<file path="src/rtl/snake_game_ctrl.sv">
`default_nettype none
// =============================================================================
// Module   : snake_game_ctrl
// Snake game state, stepping FSM and registered per-pixel cell query.
// Revision : 1.0
// =============================================================================
module snake_game_ctrl #(
    parameter int GRID_W          = 40,
    parameter int GRID_H          = 30,
    parameter int CELL_SHIFT      = 4,
    parameter int MAX_LEN         = 16,
    parameter int INIT_LEN        = 3,
    parameter int FRAMES_PER_STEP = 8
) (
    input  logic       iCLK,
    input  logic       iRST_N,
    input  logic       iFrame_Start,
    input  logic [1:0] iDir,
    input  logic       iDir_Valid,
    input  logic       iPause,
    input  logic       iRestart,
    input  logic [9:0] iCoord_X,
    input  logic [9:0] iCoord_Y,
    output logic       oPix_Head,
    output logic       oPix_Body,
    output logic       oPix_Food,
    output logic [4:0] oLen,
    output logic       oGame_Over
);
    localparam int         FCW       = (FRAMES_PER_STEP > 1) ? $clog2(FRAMES_PER_STEP) : 1;
    localparam logic [1:0] DIR_RIGHT = 2'd0;
    localparam logic [1:0] DIR_DOWN  = 2'd1;
    localparam logic [1:0] DIR_LEFT  = 2'd2;
    localparam logic [1:0] DIR_UP    = 2'd3;

    typedef enum logic [2:0] {
        S_INIT   = 3'd0,
        S_RUN    = 3'd1,
        S_STEP   = 3'd2,
        S_COMMIT = 3'd3,
        S_FOOD   = 3'd4,
        S_OVER   = 3'd5
    } state_t;

    state_t state, state_nxt;

    logic [5:0]     seg_x [MAX_LEN];
    logic [4:0]     seg_y [MAX_LEN];
    logic [4:0]     len;
    logic [1:0]     dir, pend_dir;
    logic [5:0]     food_x;
    logic [4:0]     food_y;
    logic [FCW-1:0] frame_cnt;
    logic [15:0]    lfsr;
    logic [5:0]     nx_q;
    logic [4:0]     ny_q;
    logic           grow_q;

    logic [5:0]         nx;
    logic [4:0]         ny;
    logic               grow, collide, step_go, food_ok;
    logic [5:0]         rnd_x;
    logic [4:0]         rnd_y;
    logic [9:0]         cell_x, cell_y;
    logic [MAX_LEN-1:0] live, tail, hit_next, hit_rnd, hit_pix;

    assign rnd_x  = lfsr[5:0];
    assign rnd_y  = lfsr[12:8];
    assign cell_x = iCoord_X >> CELL_SHIFT;
    assign cell_y = iCoord_Y >> CELL_SHIFT;

    genvar g;
    generate
        for (g = 0; g < MAX_LEN; g++) begin : g_slot
            assign live[g]     = (5'(g) < len);
            assign tail[g]     = (5'(g) == len - 5'd1);
            assign hit_next[g] = (seg_x[g] == nx) && (seg_y[g] == ny);
            assign hit_rnd[g]  = (seg_x[g] == rnd_x) && (seg_y[g] == rnd_y);
            assign hit_pix[g]  = (10'(seg_x[g]) == cell_x) && (10'(seg_y[g]) == cell_y);
        end
    endgenerate

    // Next head from the pending direction, with toroidal wrap.
    always_comb begin
        nx = seg_x[0];
        ny = seg_y[0];
        case (pend_dir)
            DIR_RIGHT: nx = (seg_x[0] == 6'(GRID_W - 1)) ? 6'd0 : seg_x[0] + 6'd1;
            DIR_DOWN:  ny = (seg_y[0] == 5'(GRID_H - 1)) ? 5'd0 : seg_y[0] + 5'd1;
            DIR_LEFT:  nx = (seg_x[0] == 6'd0) ? 6'(GRID_W - 1) : seg_x[0] - 6'd1;
            DIR_UP:    ny = (seg_y[0] == 5'd0) ? 5'(GRID_H - 1) : seg_y[0] - 5'd1;
            default:   nx = seg_x[0];
        endcase
    end

    // The tail cell is free this step unless the snake grows.
    assign grow    = (nx == food_x) && (ny == food_y);
    assign collide = |(hit_next & live & ~(tail & {MAX_LEN{~grow}}));
    assign food_ok = (rnd_x < 6'(GRID_W)) && (rnd_y < 5'(GRID_H)) && !(|(hit_rnd & live));
    assign step_go = iFrame_Start && !iPause && (frame_cnt == FCW'(FRAMES_PER_STEP - 1));

    always_ff @(posedge iCLK or negedge iRST_N) begin
        if (!iRST_N) state <= S_INIT;
        else         state <= state_nxt;
    end

    always_comb begin
        state_nxt = state;
        case (state)
            S_INIT:   state_nxt = S_RUN;
            S_RUN:    if (step_go) state_nxt = S_STEP;
            S_STEP:   state_nxt = collide ? S_OVER : S_COMMIT;
            S_COMMIT: state_nxt = grow_q ? S_FOOD : S_RUN;
            S_FOOD:   if (food_ok) state_nxt = S_RUN;
            S_OVER:   if (iRestart) state_nxt = S_INIT;
            default:  state_nxt = S_INIT;
        endcase
    end

    always_ff @(posedge iCLK or negedge iRST_N) begin
        if (!iRST_N) lfsr <= 16'hACE1;
        else         lfsr <= {lfsr[14:0], lfsr[15] ^ lfsr[13] ^ lfsr[12] ^ lfsr[10]};
    end

    always_ff @(posedge iCLK or negedge iRST_N) begin
        if (!iRST_N) begin
            for (int k = 0; k < MAX_LEN; k++) begin
                seg_x[k] <= '0;
                seg_y[k] <= '0;
            end
            len       <= '0;
            dir       <= DIR_RIGHT;
            pend_dir  <= DIR_RIGHT;
            food_x    <= '0;
            food_y    <= '0;
            frame_cnt <= '0;
            nx_q      <= '0;
            ny_q      <= '0;
            grow_q    <= 1'b0;
        end else begin
            case (state)
                S_INIT: begin
                    for (int k = 0; k < MAX_LEN; k++) begin
                        if (k < INIT_LEN) begin
                            seg_x[k] <= 6'(GRID_W / 2 - k);
                            seg_y[k] <= 5'(GRID_H / 2);
                        end else begin
                            seg_x[k] <= '0;
                            seg_y[k] <= '0;
                        end
                    end
                    len       <= 5'(INIT_LEN);
                    dir       <= DIR_RIGHT;
                    pend_dir  <= DIR_RIGHT;
                    food_x    <= 6'((GRID_W * 3) / 4);
                    food_y    <= 5'(GRID_H / 2);
                    frame_cnt <= '0;
                end
                S_RUN: begin
                    if (iDir_Valid && (iDir != (dir ^ 2'b10)))
                        pend_dir <= iDir;
                    if (iFrame_Start && !iPause)
                        frame_cnt <= step_go ? '0 : frame_cnt + 1'b1;
                end
                S_STEP: begin
                    dir    <= pend_dir;
                    nx_q   <= nx;
                    ny_q   <= ny;
                    grow_q <= grow;
                end
                S_COMMIT: begin
                    for (int k = MAX_LEN - 1; k > 0; k--) begin
                        seg_x[k] <= seg_x[k-1];
                        seg_y[k] <= seg_y[k-1];
                    end
                    seg_x[0] <= nx_q;
                    seg_y[0] <= ny_q;
                    if (grow_q && (len < 5'(MAX_LEN)))
                        len <= len + 5'd1;
                end
                S_FOOD: begin
                    if (food_ok) begin
                        food_x <= rnd_x;
                        food_y <= rnd_y;
                    end
                end
                default: ;
            endcase
        end
    end

    // Food is hidden until INIT has placed it (len is zero only before then).
    always_ff @(posedge iCLK or negedge iRST_N) begin
        if (!iRST_N) begin
            oPix_Head <= 1'b0;
            oPix_Body <= 1'b0;
            oPix_Food <= 1'b0;
        end else begin
            oPix_Head <= hit_pix[0] & live[0];
            oPix_Body <= |(hit_pix[MAX_LEN-1:1] & live[MAX_LEN-1:1]);
            oPix_Food <= (len != 5'd0) && (10'(food_x) == cell_x) && (10'(food_y) == cell_y);
        end
    end

    assign oLen       = len;
    assign oGame_Over = (state == S_OVER);

endmodule
`default_nettype wire

</file>
<file path="config.mk">
export PLATFORM = sky130hd
export DESIGN_NAME = snake_game_ctrl
export DESIGN_NICKNAME = d
export VERILOG_FILES = /design/src/rtl/snake_game_ctrl.sv
export SDC_FILE = /design/constraint.sdc
export NUM_CORES = 1
export LEC_CHECK = 0
export BUFFER_PORTS_ARGS = -buffer_cell sky130_fd_sc_hd__buf_2
export CAP_MARGIN = 20
export CORE_MARGIN = 2
export CORE_UTILIZATION = 45
export DETAILED_ROUTE_END_ITERATION = 10
export SYNTH_ARGS = -nofsm -noshare
export SYNTH_HDL_FRONTEND = slang
export SYNTH_SLANG_ARGS = --single-unit
</file>
<file path="constraint.sdc">
create_clock -name iCLK -period 4.9 [get_ports iCLK]
set_input_delay 0.245 -clock iCLK [delete_from_list [all_inputs] [get_ports iCLK]]
set_output_delay 0.245 -clock iCLK [all_outputs]
set_load 0.02 [all_outputs]
</file>
== Word-level counts from Yosys, hierarchy flattened ==
Index checks and enable logic that the tools add are counted.

* Add/subtract/negate cells: 7
* $lt $le $gt $ge: 19
* Equal/unequal tests: 133
* Multiplexer cells: 26
* Bitwise logic cells: 12
* Reduce and logical (&&, ||, !) cells: 77

{| class="wikitable"
|+ Operator list
! cell !! count
|-
| $eq A6 B6 Y1 || 50
|-
| $pmux W96 S2 || 1
|-
| $eq A5 B5 Y1 || 33
|-
| $pmux W80 S2 || 1
|-
| $eq A5 B6 Y1 || 17
|-
| $and A16 B16 Y16 || 4
|-
| $logic_and A1 B1 Y1 || 57
|-
| $eq A4 B5 Y1 const A || 8
|-
| $lt A4 B5 Y1 const A || 8
|-
| $reduce_or A16 Y1 || 2
|-
| $pmux W5 S2 || 3
|-
| $pmux W6 S2 || 2
|-
| $mux W3 || 7
|-
| $eq A3 B5 Y1 const A || 4
|-
| $lt A3 B5 Y1 const A || 4
|-
| $mux W5 || 4
|-
| $mux W6 || 3
|-
| $pmux W3 S6 || 1
|-
| $not A16 Y16 || 1
|-
| $and A15 B15 Y15 || 1
|-
| $reduce_or A15 Y1 || 1
|-
| $ne A2 B2 Y1 const B || 6
|-
| $add A5 B1 Y5 const B || 2
|-
| $eq A2 B5 Y1 const A || 2
|-
| other kinds (32) || 52
|}

* Bits in registers: 233
* Input bits: 28
* Output and inout bits: 9
* Logic and storage cells: 320

== Depth between registers and ports, before layout ==
Gate-level depths: netlist (run 1).

* Depth after elaboration: 12
* Depth in mapped cells: 16
* Gate-level depth less buffers: 13

== Least setup slack after synthesis (run 1) ==
OpenSTA, ideal clock, no wires.

* Path kind: register -> register
* Start point: register seg_y[75] in the netlist's numbering
* End point: register state[2]
* Setup time: 0.122 ns
* Arrival: 3.325 ns
* Required time: 4.778 ns
* Path slack: 1.454 ns
* Cell stages (with the launch flop): 17
* Buffers on the path: 3
* Period minus slack after synthesis: 3.446 ns
* Path through: dfrtp_1 > buf_2 > inv_1 > ha_1 > or2b_1 > o211a_1 > a211o_1 > buf_2 > buf_4 > nor2_1 > nor3_1 > and4_1 > nor3_2 > o21ai_1 > a2111oi_4 > nand3_2 > a32o_1

* Word-level cells in the longest chain between the ends: 12
* Elaborated cells on any way between the ends: 57
* Classes of those cells: add/sub (2); eq/ne (20); mux (5); bitwise (6); reduce/logical (24)

{| class="wikitable"
|+ RTL lines
! item !! line !! source
|-
| start: declaration || 48 || <nowiki>logic [4:0] seg_y [MAX_LEN];</nowiki>
|-
| start signal: indexed assignment || 146 || <nowiki>seg_y[k] <= 5'(GRID_H / 2);</nowiki>
|-
| start signal: indexed assignment || 174 || <nowiki>seg_y[k] <= seg_y[k-1];</nowiki>
|-
| $sub A5 B1 Y5 (tied with other cells) || 91 || <nowiki>DIR_UP: ny = (seg_y[0] == 5'd0) ? 5'(GRID_H - 1) : seg_y[0] - 5'd1;</nowiki>
|-
| $mux W5 (on tied branches) || 91, 89 ||
|-
| $pmux W5 S2 || 87 || <nowiki>case (pend_dir)</nowiki>
|-
| $eq A5 B5 Y1 || 97 || <nowiki>assign grow = (nx == food_x) && (ny == food_y);</nowiki>
|-
| $logic_and A1 B1 Y1 || 97 ||
|-
| $not A1 Y1 || 98 || <nowiki>assign collide = |(hit_next & live & ~(tail & {MAX_LEN{~grow}}));</nowiki>
|-
| $and A16 B16 Y16 || 98 ||
|-
| $not A16 Y16 || 98 ||
|-
| $and A16 B16 Y16 || 98 ||
|-
| $reduce_or A16 Y1 || 98 ||
|-
| $mux W3 || 112 || <nowiki>S_STEP: state_nxt = collide ? S_OVER : S_COMMIT;</nowiki>
|-
| $pmux W3 S6 || 109 || <nowiki>case (state)</nowiki>
|-
| end signal: assignment || 104 || <nowiki>else state <= state_nxt;</nowiki>
|-
| end: declaration || 45 || <nowiki>state_t state, state_nxt;</nowiki>
|}

Several ways; a longest one is shown, not always the timed one.
A chain may end at the register's enable or synchronous reset.

== Final worst setup path (run 1) ==
* Start point: register seg_y[76] in the netlist's numbering
* End point: register state[2]

Same word-level chain as after synthesis.

==> flow_summary.ini, run 1 <==
[status]
status = finished clean

[final_layout]
layout_commonest_cell = xor2_1
synthToLayoutAreaGrowth_pct = 6.339
final_layout_size_suffix_gt1_frac = 0.1135
antenna_cells = 0
layout_common_cells = 330 x xor2_1, 224 x dfrtp_1, 163 x xnor2_1, 149 x a22o_1, 86 x nand2_1
instances_no_fill = 2256
design_area_mm2 = 0.01847
finalNetCount = 1767
num-fill-cells = 3569

[clocking]
cts_buffers = 27
post_cts_buffers = 0
clock_latency_ns = 0.58
cts_tree = done
path_clk_slew_ns = 0.07
root_buffer = clkbuf_16
htree_levels = 1
cts.sinks = 233
clk_path_buf_depth = 3
post_cts_resized = 0

[floorplan]
initial_utilization = 0.4590
dieWidth_um = 200.5
die_h_um = 200.5
rows = 71
fp.coreArea_mm2 = 0.03784
ios = 37
dieArea_mm2 = 0.04019

[critical_path]
cp.required_ns = 5.35
crit_arrival_ns = 4.92
crit_path_start_kind = flip-flop
rr_startpoint = seg_y[76]
crit_chain = inv_1, ha_1, nor4b_4, nor4_2, nor3_4, buf_4, xor2_1, nor3_1, nand4_1, o2111ai_1, a22o_1, a2111oi_4, nand3_2, a32o_1
worst_path_max_delay_cell = nor3_4
critical_path_class = flip-flop to flip-flop
critPathTopFamily = simple AND/OR/NAND/NOR gates
max_stage_delay_ns = 0.74
setup.worst_path.start = seg_y[76]
worst-path-max-fanout = 8
reg2reg_depth = 14
path_buf_inv = 2
reg2reg_slack_ns = 0.43
end_kind = flip-flop
r2r-end = state[2]

[synthesis]
syn_inst = 1875
synth_area_leader_cell = dfrtp_1
synth_seq_cells = 233
synthAdderAreaFrac = 0.01081
seq_area_frac_synth = 0.3363
synth.area.top_cells = dfrtp_1 32%, xor2_1 17%, xnor2_1 8.2%
synth_area_mm2 = 0.01737
synth_top_family_by_area = XOR/XNOR gates
netlist.area_leader.share = 0.3242
synth_compound_area_frac = 0.1740
synth_cell_types = 100
post_synth.cell_area_avg_um2 = 9.264
synthXorXnorAreaFrac = 0.2509
synthArstFlopShare = 1.000
synth-simple-area-share = 0.1430
synthMuxAreaShare = 0.01174
synth_edf_count = 0
synth_fp_nets = 1918
yosysWarnings = 0
ys.flop_type = dfrtp_1

[routing]
vias_per_cell = 6.680
drc_errors = 0
first_pass_iters = 5
wl_per_cell_um = 30.70
vias = 15070
ant_nets = 0
drtIter0Drc = 1932
drt_wl_total_mm = 69.25

[place]
dpl_cell_area_mm2 = 0.01753
dp_hpwl_mm = 46.91
dpl_worst_slack_ns = 0.5967
gp_congestion = 1.014
port_buffers = 28
dp.cells = 2203

[timing]
rsz0062_at_grt = no
layout_setup_ws_ns = 0.4311
fin_crit_ns = 4.469
relSlewSlack = 0.2415
fin_crit_sh = 0.9120
hold_viol = 0
fin_skew_ns = 0.02768
tns_ns = 0
report.final.slew_viol_count = 0
tightestPinTransition_ns = 1.135
setup_viol = 0
max_freq_ghz = 0.2238

[global_routing]
grt_pass1_vias = 14420
gr-total-overflow = 0
grt_max_degree = 160
antenna_found_initial = 1
grt_pass1_wl_mm = 101.8
grt_use_total = 0.3391

[power]
irDropWorstVdd_mv = 0.7196
p_per_area_mw_per_mm2 = 620.2
leakage_nw = 8.367

[worst_hold_path]
hp-class = input pin to flip-flop
hold_start = iDir_Valid
hold_depth = 3
whs_endpoint = pend_dir[0]

[job]
drv_cap = 0
## Yosys cell counts, types with 8 or more instances
| cell type | number |
|---|---|
| buf_4 | 9 |
| buf_2 | 37 |
| xnor2_1 | 163 |
| a2111oi_0 | 9 |
| a22oi_1 | 9 |
| nor4_1 | 78 |
| o21ai_0 | 60 |
| nor2_1 | 54 |
| o211ai_1 | 9 |
| clkbuf_1 | 158 |
| or4_1 | 9 |
| dfstp_2 | 8 |
| o22a_1 | 9 |
| inv_1 | 25 |
| dfrtp_1 | 225 |
| a22o_1 | 149 |
| xor2_1 | 330 |
| nand4_1 | 70 |
| or3_1 | 12 |
| a211oi_1 | 8 |
| nand2_1 | 86 |
| nand3_1 | 29 |
| buf_1 | 59 |
| buf_6 | 9 |
| a21oi_1 | 32 |
| ha_1 | 15 |
| nor3_1 | 37 |
## worst max-delay path by stage
stage / endpoint / slack, ns / depth (start not counted)
CTS: state[2] / 0.57 / 14
detailed placement: state[2] / 0.60 / 14
global route: state[1] / 0.33 / 14
finish: state[2] / 0.43 / 14
floorplan: state[2] / 1.45 / 16
global placement: state[2] / 0.62 / 14
## per-layer routing
metal	vias to the layer above	global-route usage	share of wire
met5	-	0	0
met4	0	0.1862	0.065
met3	265	0.07094	0.11
met2	1034	0.4916	0.42
met1	7485	0.4719	0.41
li1	6286	-	-
## metrics by stage
| stage | util | power [mW] | hold slack (ns) |
|---|---|---|---|
| floorplan | - | 7.309 | -0.05059 |
| global placement | 0.4632 | 9.055 | 0.2938 |
| detailed placement | 0.4632 | 9.139 | 0.3022 |
| CTS | 0.4881 | 11.27 | 0.007186 |
| global route | 0.4881 | 11.93 | 0.03012 |
| finish | 0.4881 | 11.45 | 0.01040 |
## where the power goes
group	internal [mW]	switching [mW]
sequential	2.36	1.17
clock	1.22	0.896
combinational	2.30	3.52
total	5.88	5.58
## worst reg2reg max path, cell delays in order (launching register included)
cell and delay (ns):
dfrtp_1 0.47, inv_1 0.32, ha_1 0.26, nor4b_4 0.37
nor4_2 0.18, nor3_4 0.74, buf_4 0.30, xor2_1 0.16
nor3_1 0.08, nand4_1 0.23, o2111ai_1 0.17, a22o_1 0.29
a2111oi_4 0.37, nand3_2 0.14, a32o_1 0.27
## timing repair
| item | CTS | global route |
|---|---|---|
| setup endpoints to repair | 0 | 0 |
| hold buffers | 3 | 0 |
| endpoints found under the hold margin | 84 | 0 |
## flip-flops by register name (all words and copies together) (netlist names)
name       count
seg_x         96
seg_y         80
lfsr          16
food_x         6
nx_q           6
food_y         5
ny_q           5
oLen           5
frame_cnt      3
state          3
dir            2
pend_dir       2
grow_q         1
oPix_Body      1
oPix_Food      1
oPix_Head      1
## kinds of logic (layout without fill, tap and decap cells)
family / Yosys count / after routing
AND/OR/NAND/NOR: 438 / 438
XOR/XNOR: 495 / 495
flip-flops: 233 / 233
multiplexers: 14 / 14
AO/OA/AOI/OAI: 380 / 380
adder cells (fa/ha/maj): 15 / 15
buffers and inverters: 300 / 170
## layout make-up
type | instances | area, um2 | area share
Multi-Input combinational cell | 1342 | 10290 | 0.5569
Clock buffer | 31 | 720.7 | 0.03902
Inverter | 28 | 105.1 | 0.005690
Timing Repair Buffer | 92 | 688.2 | 0.03726
Clock inverter | 19 | 188.9 | 0.01023
Tap cell | 511 | 639.4 | 0.03462
Sequential cell | 233 | 5842 | 0.3163
(Power assumes the default switching activity.)
==> inputs of run 2 (changes only) <==
--- a/config.mk
+++ b/config.mk
@@ -9,7 +9,9 @@
 export CAP_MARGIN = 20
 export CORE_MARGIN = 2
 export CORE_UTILIZATION = 45
+export CTS_BUF_LIST = sky130_fd_sc_hd__clkbuf_16
 export DETAILED_ROUTE_END_ITERATION = 10
+export MAX_ROUTING_LAYER = met4
 export SYNTH_ARGS = -nofsm -noshare
 export SYNTH_HDL_FRONTEND = slang
 export SYNTH_SLANG_ARGS = --single-unit
==> run 2 against run 1 <==
Effect of this change:
- register-to-register slack got worse by 0.04 ns
- critical path depth did not move
- sequential share of layout area fell by 0.23 points
- final cell count rose by 0.22%
- routed wire length barely moved
- utilization rose by 0.35 points
- first-iteration DRC count rose by 1.2%
- flip-flop and latch count did not move
- die area did not move
==> flow_summary.ini, run 2 (synthesized netlist as in run 1, its figures left out) <==
[global_routing]
antenna_found_initial = 1
grt_pass1_wl_mm = 102.4
grt_use_total = 0.3513
grt_pass1_vias = 14530
grt_max_degree = 122
gr-total-overflow = 0

[critical_path]
critical_path_class = flip-flop to flip-flop
crit_arrival_ns = 4.97
setup.worst_path.start = seg_y[76]
cp.required_ns = 5.36
worst-path-max-fanout = 8
cp_num_cells = 14
end_kind = flip-flop
rr_startpoint = seg_y[76]
crit_end = state[2]
max_stage_delay_ns = 0.75
worst_path_max_delay_cell = nor3_4
reg2reg_slack_ns = 0.39
crit_path_start_kind = flip-flop
path_buf_inv = 2
crit_chain = inv_1, ha_1, nor4b_4, nor4_2, nor3_4, buf_4, xor2_1, nor3_1, nand4_1, o2111ai_1, a22o_1, a2111oi_4, nand3_2, a32o_1
r2r-end = state[2]
critPathTopFamily = simple AND/OR/NAND/NOR gates
reg2reg_depth = 14

[power]
power_mw = 11.60
p_clk_frac = 0.197
power.net_switching_mw = 5.518
pwr-share-seq = 0.300
p_int_mw = 6.078
p_per_area_mw_per_mm2 = 623.4
switching_share = 0.4759
irDropWorstVdd_mv = 0.5779
pwr-share-comb = 0.503
leakage_nw = 8.431

[floorplan]
fp.coreArea_mm2 = 0.03784
initial_utilization = 0.4590
dieWidth_um = 200.5
rows = 71
ios = 37
die_h_um = 200.5
dieArea_mm2 = 0.04019

[timing]
tns_ns = 0
fin_skew_ns = 0.01750
relSlewSlack = 0.2410
rsz0062_at_grt = no
setup_viol = 0
tightestPinTransition_ns = 1.136
max_freq_ghz = 0.2215
fin_crit_ns = 4.514
report.final.slew_viol_count = 0
fin_crit_sh = 0.9212
hold_viol = 0

[routing]
vias = 15040
drc_errors = 0
top_layer_used = met4
met3WireLength_mm = 7.348
first_pass_iters = 5
wl_met2_mm = 29.26
ant_nets = 0
vias_per_cell = 6.651
drtIter0Drc = 1956
drt_wl_total_mm = 69.20
wl_per_cell_um = 30.61
wl_met1_mm = 27.97

[clocking]
root_buffer = clkbuf_16
ctsHoldBuffers = 5
htree_levels = 1
cts_tree = done
post_cts_buffers = 0
clock_latency_ns = 0.58
path_clk_slew_ns = 0.06
cts_buffers = 28
cts.sinks = 233
clk_path_buf_depth = 3
post_cts_resized = 0

[place]
gp_congestion = 1.031
port_buffers = 28
dp_hpwl_mm = 47.39

[status]
status = finished clean

[final_layout]
layout_common_cells = 330 x xor2_1, 224 x dfrtp_1, 163 x xnor2_1, 149 x a22o_1, 86 x nand2_1
largest_register = seg_x
largest_reg_flops = 96
final_layout_size_suffix_gt1_frac = 0.1109
reg_top3 = seg_x x96, seg_y x80, lfsr x16
finalNetCount = 1772
layout_commonest_cell = xor2_1
antenna_cells = 0
synthToLayoutAreaGrowth_pct = 7.102

[worst_hold_path]
hp-class = input pin to flip-flop

[job]
drv_cap = 0
## run 2: cell count changes in the layout (fill, tap and decap cells not counted), moves of 2 or more
cell           change
clkbuf_8           -3
bufinv_16          +4
dlygate4sd3_1      +2
clkinv_1           +4
inv_6              -3
inv_1              +4
clkinv_2           -7
## run 2: how the worst min path moves through the flow
stage                         from        to  slack (ns)  cells after the start
after detailed placement  lfsr[14]  lfsr[15]        0.34                      0
after global routing      iRestart  state[0]         0.1                      3
final                     iRestart  state[0]        0.06                      3
after floorplan             iRST_N    dir[0]       -0.05                      0
after global placement    lfsr[14]  lfsr[15]        0.34                      0
after CTS                 iRestart  state[0]        0.03                      3
## run 2: layout make-up
class | instances | area [um2]
Fill cell | 3597 | 19240
Timing Repair Buffer | 96 | 735.7
Clock inverter | 23 | 301.5
Inverter | 28 | 105.1
Multi-Input combinational cell | 1342 | 10280
Clock buffer | 28 | 700.7
Sequential cell | 233 | 5842
Tap cell | 511 | 639.4
## run 2: worst reg2reg max path: stages, from the launching register on
cell       delay (ns)
dfrtp_1          0.47
inv_1            0.34
ha_1             0.27
nor4b_4          0.35
nor4_2           0.16
nor3_4           0.75
buf_4            0.31
xor2_1           0.17
nor3_1           0.08
nand4_1          0.23
o2111ai_1        0.20
a22o_1           0.30
a2111oi_4        0.40
nand3_2          0.11
a32o_1           0.26
## run 2: power groups by stage
stage,sequential [mW],clock [mW],combinational [mW]
finish,3.48,2.28,5.83
global route,3.52,2.40,6.21
CTS,3.44,2.32,5.67
detailed placement,3.47,0,5.63
global placement,3.47,0,5.55
floorplan,2.57,0,4.74
## run 2: metal layers
metal,vias to the layer above,global-route usage
met2,1007,0.5024
met3,293,0.07273
met1,7431,0.4695
met4,0,0.1804
li1,6307,-
met5,-,-
## run 2: through the flow
stage	hold slack [ns]	util	setup slack, ns	area, um2	std cells
finish	0.05774	0.4916	0.3863	18600	2261
floorplan	-0.05059	-	1.454	17370	1875
global placement	0.3357	0.4632	0.5883	17530	2204
CTS	0.03305	0.4910	0.4718	18580	2260
detailed placement	0.3407	0.4632	0.4739	17530	2204
global route	0.09930	0.4916	0.2422	18600	2261
==> inputs of run 3 (changes only) <==
--- a/config.mk
+++ b/config.mk
@@ -7,9 +7,8 @@
 export LEC_CHECK = 0
 export BUFFER_PORTS_ARGS = -buffer_cell sky130_fd_sc_hd__buf_2
 export CAP_MARGIN = 20
-export CORE_MARGIN = 2
+export CORE_MARGIN = 10
 export CORE_UTILIZATION = 45
-export CTS_BUF_LIST = sky130_fd_sc_hd__clkbuf_16
 export DETAILED_ROUTE_END_ITERATION = 10
 export MAX_ROUTING_LAYER = met4
 export SYNTH_ARGS = -nofsm -noshare
==> run 3 against run 2 <==
Effect of this change:
- clock power down 4%
- first-iteration DRC count up 21%
- worst hold slack worse by 0.0095 ns
- combinational power up 0.7%
- utilization about the same
- critical endpoint is now state[1]
==> flow_summary.ini, run 3 (synthesized netlist as in run 1, its figures left out) <==
[floorplan]
fp.coreArea_mm2 = 0.03784
initial_utilization = 0.4590
die_h_um = 216.5
ios = 37
rows = 71
dieWidth_um = 216.5
dieArea_mm2 = 0.04686

[final_layout]
final_layout_size_suffix_gt1_frac = 0.1178
synthToLayoutAreaGrowth_pct = 7.024
reg_top3 = seg_x x96, seg_y x80, lfsr x16
layout_commonest_cell = xor2_1
finalNetCount = 1779
design_area_mm2 = 0.01859
largest_reg_flops = 96
largest_register = seg_x
layout_common_cells = 330 x xor2_1, 223 x dfrtp_1, 163 x xnor2_1, 149 x a22o_1, 86 x nand2_1

[timing]
fin_skew_ns = 0.01557
max_freq_ghz = 0.2215
tns_ns = 0
relSlewSlack = 0.2770
fin_crit_sh = 0.9213
layout_setup_ws_ns = 0.3854
hold_viol = 0
setup_viol = 0
fin_crit_ns = 4.515
rsz0062_at_grt = no
report.final.slew_viol_count = 0
tightestPinTransition_ns = 1.085

[global_routing]
grt_util_met2 = 0.4205
grt_max_degree = 160
gr-total-overflow = 0
grt_pass1_wl_mm = 102.6
grt_use_met1 = 0.4018
grt_use_total = 0.2998
use_met3 = 0.05139
grt_busiest_layer = met2
grt_pass1_vias = 14330
antenna_found_initial = 1

[critical_path]
worst-path-max-fanout = 10
cp.required_ns = 5.34
rr_startpoint = seg_y[76]
reg2reg_depth = 13
critical_path_class = flip-flop to flip-flop
crit_arrival_ns = 4.95
reg2reg_slack_ns = 0.39
crit_path_start_kind = flip-flop
end_kind = flip-flop
r2r-end = state[1]

[routing]
drtIter0Drc = 2366
drt_wl_total_mm = 70.05
drc_errors = 0
vias = 15230
wl_per_cell_um = 30.87
vias_per_cell = 6.711
first_pass_iters = 6
ant_nets = 0

[clocking]
clock_latency_ns = 0.58
cts.sinks = 233
cts_tree = done
cts_buffers = 27
path_clk_slew_ns = 0.06
clk_path_buf_depth = 3
htree_levels = 1
root_buffer = clkbuf_16

[place]
dpl_worst_slack_ns = 0.5388
dpl_cell_area_mm2 = 0.01757
dp_hpwl_mm = 47.31
gp_congestion = 1.029
port_buffers = 28

[status]
status = finished clean

[worst_hold_path]
hp-class = input pin to flip-flop
hold_start = iRestart
hold_depth = 3
whs_endpoint = state[0]

[power]
irDropWorstVdd_mv = 0.5634
pwr-share-comb = 0.510
pwr-share-seq = 0.301
p_per_area_mw_per_mm2 = 619.6
p_clk_frac = 0.189
power.net_switching_mw = 5.564
leakage_nw = 8.422
p_int_mw = 5.953
switching_share = 0.4831

[job]
drv_cap = 0
run 3: changes by cell type in the layout (fill, tap and decap cells not counted), sizes merged:
cell,change
buf,+7
clkbuf,+7
bufinv,-3
clkinv,-3
inv,-2
clkinvlp,+1
diode,+1
run 3: cell type report:
| class | instances | area (um2) |
|---|---|---|
| Multi-Input combinational cell | 1342 | 10280 |
| Fill cell | 3547 | 19250 |
| Timing Repair Buffer | 104 | 772.0 |
| Tap cell | 511 | 639.4 |
| Clock inverter | 16 | 206.4 |
| Antenna cell | 1 | 2.502 |
| Sequential cell | 233 | 5843 |
| Inverter | 28 | 105.1 |
| Clock buffer | 34 | 742.0 |
run 3: worst max path at each step:
| stage | start | endpoint | slack [ns] | depth (start not counted) |
|---|---|---|---|---|
| 2_1_floorplan | seg_y[75] | state[2] | 1.45 | 16 |
| 3_3_place_gp | seg_y[76] | state[1] | 0.62 | 13 |
| 3_5_place_dp | seg_y[76] | state[1] | 0.54 | 13 |
| 4_1_cts | seg_y[76] | state[1] | 0.52 | 13 |
| 5_1_grt | seg_y[76] | state[1] | 0.24 | 13 |
| 6_report | seg_y[76] | state[1] | 0.39 | 13 |
run 3: what timing repair did:
action / CTS / global route
endpoints found under the hold margin: 93 / 0
buffers inserted: 0 / 0
hold buffers: 5 / 0
resized for setup: 0 / 0
run 3: worst max-delay path, stage by stage, from the launching register on:
cell       delay, ns
dfrtp_1         0.49
inv_1           0.24
ha_1            0.27
mux2_4          0.30
mux2i_4         0.24
or3_1           0.83
xnor2_1         0.27
a2111oi_0       0.46
nand4_1         0.37
nor2b_1         0.25
a32o_1          0.27
o2111a_1        0.18
nand4_1         0.12
a21oi_1         0.07
run 3: stage by stage:
step / utilization / cells / hold slack, ns / total power [mW]
after floorplan: - / 1875 / -0.05059 / 7.309
after global placement: 0.4643 / 2211 / 0.3349 / 9.028
after detailed placement: 0.4643 / 2211 / 0.3465 / 9.104
after CTS: 0.4907 / 2266 / 0.03820 / 11.32
after global routing: 0.4912 / 2269 / 0.07121 / 12.00
final: 0.4912 / 2269 / 0.04823 / 11.52
run 3: power groups by stage:
stage	logic (mW)	registers (mW)	clock network [mW]
2_1_floorplan	4.74	2.57	0
3_3_place_gp	5.58	3.45	0
3_5_place_dp	5.65	3.45	0
4_1_cts	5.70	3.42	2.20
5_1_grt	6.22	3.50	2.28
6_report	5.87	3.47	2.18
run 3: per-layer routing:
metal | part of all wire | wire length [um]
met1 | 0.41 | 28390
met5 | 0 | 0
met3 | 0.11 | 7434
met2 | 0.42 | 29400
met4 | 0.069 | 4826
